<file path="config.mk">
export PLATFORM = sky130hd
export DESIGN_NAME = jt12_slot_seq
export DESIGN_NICKNAME = d
export VERILOG_FILES = /design/src/rtl/jt12_slot_seq.sv
export SDC_FILE = /design/constraint.sdc
export NUM_CORES = 1
export LEC_CHECK = 0
export CAP_MARGIN = 15
export CELL_PAD_IN_SITES_DETAIL_PLACEMENT = 0
export CELL_PAD_IN_SITES_GLOBAL_PLACEMENT = 1
export CORE_UTILIZATION = 40
export CTS_BUF_LIST = sky130_fd_sc_hd__clkbuf_4
export DETAILED_ROUTE_END_ITERATION = 6
export GPL_ROUTABILITY_DRIVEN = 0
export PLACE_DENSITY = 0.75
export SLEW_MARGIN = 30
export SYNTH_ARGS = -nofsm -noshare
export SYNTH_HDL_FRONTEND = slang
export SYNTH_SLANG_ARGS = --single-unit
</file>
<file path="constraint.sdc">
create_clock -name clk -period 3.9 [get_ports clk]
set_input_delay 0.78 -clock clk [delete_from_list [all_inputs] [get_ports clk]]
set_output_delay 0.78 -clock clk [all_outputs]
set_load 0.02 [all_outputs]
</file>
<file path="src/rtl/jt12_slot_seq.sv">
// Slot sequencer: walks the 24-slot frame (6 channels x 4 operators) and emits per-slot accumulator control.
// Latency: slot outputs are registered and update on the edge that consumes clk_en.
// Config writes go to a shadow bank that commits to the active bank atomically at frame end.
module jt12_slot_seq #(
  parameter int SLOTS = 24
) (
  input  logic       clk,
  input  logic       rst,
  input  logic       clk_en,
  input  logic       cfg_we,
  input  logic [2:0] cfg_ch,
  input  logic [1:0] cfg_rl,
  input  logic [2:0] cfg_alg,
  input  logic       cfg_mute,
  output logic       cfg_err,
  output logic       cfg_pending,
  output logic       zero,
  output logic       s1_enters,
  output logic       s2_enters,
  output logic       s3_enters,
  output logic       s4_enters,
  output logic       ch6op,
  output logic [2:0] cur_ch,
  output logic [1:0] rl,
  output logic [2:0] alg,
  output logic       channel_en,
  output logic [7:0] frame_cnt
);

  typedef struct packed {
    logic [1:0] rl;
    logic [2:0] alg;
    logic       mute;
  } cfg_t;

  localparam cfg_t       CFG_RST  = '{rl: 2'b11, alg: 3'd0, mute: 1'b0};
  localparam logic [1:0] LAST_GRP = 2'(SLOTS / 6 - 1);

  // Next slot kept as (channel, operator group) so decode needs no division.
  logic [2:0] nxt_ch_q;
  logic [1:0] nxt_grp_q;

  cfg_t shadow_q [6];
  cfg_t shadow_d [6];
  cfg_t active_q [6];
  cfg_t cur_cfg;

  logic wr_ok;
  logic commit;

  logic       cfg_err_q, cfg_pending_q, zero_q, ch6op_q, channel_en_q;
  logic       s1_q, s2_q, s3_q, s4_q;
  logic [2:0] cur_ch_q, alg_q;
  logic [1:0] rl_q;
  logic [7:0] frame_cnt_q;

  assign wr_ok  = cfg_we && (cfg_ch < 3'd6);
  assign commit = clk_en && (nxt_ch_q == 3'd5) && (nxt_grp_q == LAST_GRP);

  // Shadow bank with this cycle's write applied; the commit copies this so a same-cycle write is included.
  always_comb begin
    for (int i = 0; i < 6; i++) begin
      shadow_d[i] = shadow_q[i];
      if (wr_ok && (cfg_ch == 3'(i))) begin
        shadow_d[i] = '{rl: cfg_rl, alg: cfg_alg, mute: cfg_mute};
      end
    end
  end

  // Active-bank entry for the slot about to be presented (bank as it stands before any commit this edge).
  always_comb begin
    cur_cfg = CFG_RST;
    for (int i = 0; i < 6; i++) begin
      if (nxt_ch_q == 3'(i)) begin
        cur_cfg = active_q[i];
      end
    end
  end

  // Sequencer, banks and registered outputs.
  always_ff @(posedge clk) begin
    if (rst) begin
      nxt_ch_q      <= 3'd0;
      nxt_grp_q     <= 2'd0;
      cfg_err_q     <= 1'b0;
      cfg_pending_q <= 1'b0;
      zero_q        <= 1'b0;
      s1_q          <= 1'b0;
      s2_q          <= 1'b0;
      s3_q          <= 1'b0;
      s4_q          <= 1'b0;
      ch6op_q       <= 1'b0;
      cur_ch_q      <= 3'd0;
      rl_q          <= 2'd0;
      alg_q         <= 3'd0;
      channel_en_q  <= 1'b0;
      frame_cnt_q   <= 8'd0;
      for (int i = 0; i < 6; i++) begin
        shadow_q[i] <= CFG_RST;
        active_q[i] <= CFG_RST;
      end
    end else begin
      cfg_err_q <= cfg_we && (cfg_ch >= 3'd6);
      for (int i = 0; i < 6; i++) begin
        shadow_q[i] <= shadow_d[i];
        if (commit) begin
          active_q[i] <= shadow_d[i];
        end
      end
      if (commit) begin
        cfg_pending_q <= 1'b0;
      end else if (wr_ok) begin
        cfg_pending_q <= 1'b1;
      end
      if (clk_en) begin
        zero_q       <= (nxt_ch_q == 3'd0) && (nxt_grp_q == 2'd0);
        // Operator groups in frame order: S1, S3, S2, S4.
        s1_q         <= (nxt_grp_q == 2'd0);
        s3_q         <= (nxt_grp_q == 2'd1);
        s2_q         <= (nxt_grp_q == 2'd2);
        s4_q         <= (nxt_grp_q == 2'd3);
        ch6op_q      <= (nxt_ch_q == 3'd5);
        cur_ch_q     <= nxt_ch_q;
        rl_q         <= cur_cfg.rl;
        alg_q        <= cur_cfg.alg;
        channel_en_q <= ~cur_cfg.mute;
        if ((nxt_ch_q == 3'd0) && (nxt_grp_q == 2'd0)) begin
          frame_cnt_q <= frame_cnt_q + 8'd1;
        end
        if (nxt_ch_q == 3'd5) begin
          nxt_ch_q  <= 3'd0;
          nxt_grp_q <= (nxt_grp_q == LAST_GRP) ? 2'd0 : nxt_grp_q + 2'd1;
        end else begin
          nxt_ch_q <= nxt_ch_q + 3'd1;
        end
      end
    end
  end

  assign cfg_err     = cfg_err_q;
  assign cfg_pending = cfg_pending_q;
  assign zero        = zero_q;
  assign s1_enters   = s1_q;
  assign s2_enters   = s2_q;
  assign s3_enters   = s3_q;
  assign s4_enters   = s4_q;
  assign ch6op       = ch6op_q;
  assign cur_ch      = cur_ch_q;
  assign rl          = rl_q;
  assign alg         = alg_q;
  assign channel_en  = channel_en_q;
  assign frame_cnt   = frame_cnt_q;

endmodule
</file>
==> reports/metrics.yaml <==
syn_inst: 381
hp-start: "cur_ch[0]"
insertion_delay_ns: 0.45
critPathBufInv: 1
rsz0062_at_grt: "false"
yosysWarnings: 0
min_period_over_period: 0.6305
cpPeakStageDelay_ns: 0.79
viasPerCell: 5.088
final-hold-violation-count: 0
fin_worst_skew_ns: 0.01287
synth_area_leader_cell: "dfxtp_1"
yosys_register_bits: 102
seq_area_frac_synth: 0.5726
netlist-cell-type-count: 44
final.setup.tns_ns: 0
die_y_um: 104.4
cp-startpoint: "clk_en"
yosys.area.top_type_share: 0.3149
start_util: 0.4101
gr-total-overflow: 0
period_needed_ns: 2.459
endpoint_kind: "flop"
powerDensity_mw_per_mm2: 398.5
grt_pass1_vias: 2605
hp-class: "reg -> reg"
dr.pass1.iters: 4
synth-edff-count: 36
cts_tree: "done"
clock_sinks: 102
reg2reg_slack_ns: 1.47
fmax_ghz: 0.4067
status: "completed"
grt_max_degree: 37
hold_buffers: 0
finalSetupViolations: 0
io_buffers: 37
routed_wl_um: 8316
die_area_mm2: 0.01090
worst-endpoint-arrival_ns: 2.77
antenna_found_initial: 0
power_leakage_nw: 1.688
drive_above_1_share: 0.08495
cts_made_buffers: 9
drv_cap: 0
worst_slew_pin_slew_ns: 0.8333
cp_max_fo: 24
fillers: 955
drc_errors: 0
die_x_um: 104.4
htree_levels: 3
syn-num-nets: 400
clk_pin_slew_ns: 0.16
rows: 37
ys.flop_type: "dfxtp_1"
syn_area_per_cell_um2: 11.01
clockBufferDepth: 2
syn_to_final_growth_pct: 14.76
place_hpwl_um: 5659
synthArstFlopShare: 0
cp.required_ns: 4.21
ant_nets: 0
post-route-util: 0.4706
worst_path_max_delay_cell: "or3b_2"
track_usage: 0.1639
post-cts-setup-buffer-count: 0
maxSlewHeadroom: 0.4437
core_area_mm2: 0.01023
peakVddDrop_mv: 0.2003
top_level_ports: 38
slew_viol_final: 0
worstSetupPathType: "in -> reg"
drt-initial-drc-count: 110
post_cts_resized: 0
grt_pass1_wl_um: 13720
fin_nets: 426
start_kind: "input pin"
path_cells: "clkdlybuf4s50_1 > nand4b_1 > or3b_2 > nor2_1"
synthTopCellsByArea: "dfxtp_1 (31%), edfxtp_1 (26%), mux2i_1 (12%), nor2_1 (5.6%), clkbuf_1 (2.1%)"
syn-cell-area_mm2: 0.004195
antenna_cells: 0
via_count: 2788
reg2reg_from: "nxt_ch_q[0]"
wl_per_cell_um: 15.18
cp_top_family: "simple AND/OR/NAND/NOR gates"
cts-root-buf: "clkbuf_4"
-- area by class of cell --
class | count | area, µm² | share of cell area
inverter | 7 | 26.28 | 0.005457
clock buffer | 9 | 67.56 | 0.01403
timing repair buffer | 45 | 425.4 | 0.08836
sequential | 102 | 2402 | 0.4990
clock inverter | 7 | 88.84 | 0.01845
multi-input combinational | 242 | 1634 | 0.3394
tap | 136 | 170.2 | 0.03534
-- layer usage --
layer  global-route usage  wire length, µm
met4              0.05918               56
met5                    0                0
met1               0.2247             4090
met2               0.2521             3819
met3              0.03822              349
-- cell usage after synthesis (all sizes together), types with 2 or more instances --
cell type  count
nand4          4
buf            6
o21ai          4
or3            6
o32ai          3
clkbuf        24
nand2         24
edfxtp        36
nor3           2
or4            3
ha             6
a211o          2
dfxtp         66
or4b           2
a211oi         5
o31ai          3
nand3          2
nor4bb         3
nor4b          3
inv            7
a21oi         13
mux2           6
nor2          63
nor2b          4
nand2b        12
mux2i         49
a311oi         2
a22oi          4
o22ai          2
nand4b         3
o2bb2ai        2
-- layout by cell type, fill, tap and decap left out, drive strengths merged, types with 5 or more instances in the layout --
| cell type | instances |
|---|---|
| or3 | 6 |
| a21oi | 13 |
| dfxtp | 66 |
| nand2 | 24 |
| inv | 11 |
| a211oi | 5 |
| clkdlybuf4s50 | 36 |
| nand2b | 12 |
| mux2i | 49 |
| edfxtp | 36 |
| nor2 | 63 |
| mux2 | 6 |
| buf | 9 |
| ha | 6 |
| clkbuf | 9 |
-- state kept, by name, summed over array words and instances (netlist names) --
name / cells
cfg_err: 1
s1_enters: 1
channel_en: 1
s3_enters: 1
frame_cnt: 8
s4_enters: 1
nxt_ch_q: 3
alg: 3
active_q: 36
cur_ch: 3
zero: 1
shadow_q: 36
nxt_grp_q: 2
ch6op: 1
cfg_pending: 1
s2_enters: 1
rl: 2
-- kinds of logic (layout without fill, tap and decap cells) --
logic type / Yosys count / count (layout) / share of synthesized area
and+or+nand+nor: 137 / 137 / 0.1670
DFF: 102 / 102 / 0.5726
muxes: 55 / 55 / 0.1330
AOI/OAI and AO/OA: 43 / 43 / 0.06949
buffers and inverters: 37 / 68 / 0.03788
adders and majority gates: 6 / 6 / 0.01789
xor gates and xnor gates: 1 / 1 / 0.002088
-- per-stage QoR --
stage,setup slack (ns),instance area (µm²),power [mW],hold WS [ns],instances
after global routing,1.344,4815,2.007,0.5149,548
after detailed placement,0.9528,4658,1.350,0.4623,532
after floorplan,1.435,4195,1.285,0.4422,381
final,1.441,4815,1.919,0.4913,548
after global placement,1.030,4658,1.348,0.4557,532
after CTS,1.456,4815,1.938,0.4960,548
-- final timing paths --
path	to	depth (start not counted)
max	active_q[4][0]	4
min	cur_ch[0]	2
max reg2reg	active_q[4][0]	3
min reg2reg	cur_ch[0]	2
-- worst min-delay path, stage by stage, from the launching register on --
cell and delay [ns]:
dfxtp_1 0.35, nand2_1 0.06, a21oi_1 0.06
-- report_power, final --
| group | internal (mW) | switching, mW |
|---|---|---|
| clock network | 0.213 | 0.381 |
| logic | 0.0775 | 0.0937 |
| registers | 1.13 | 0.0248 |
| total | 1.42 | 0.500 |
(Power assumes the default switching activity.)
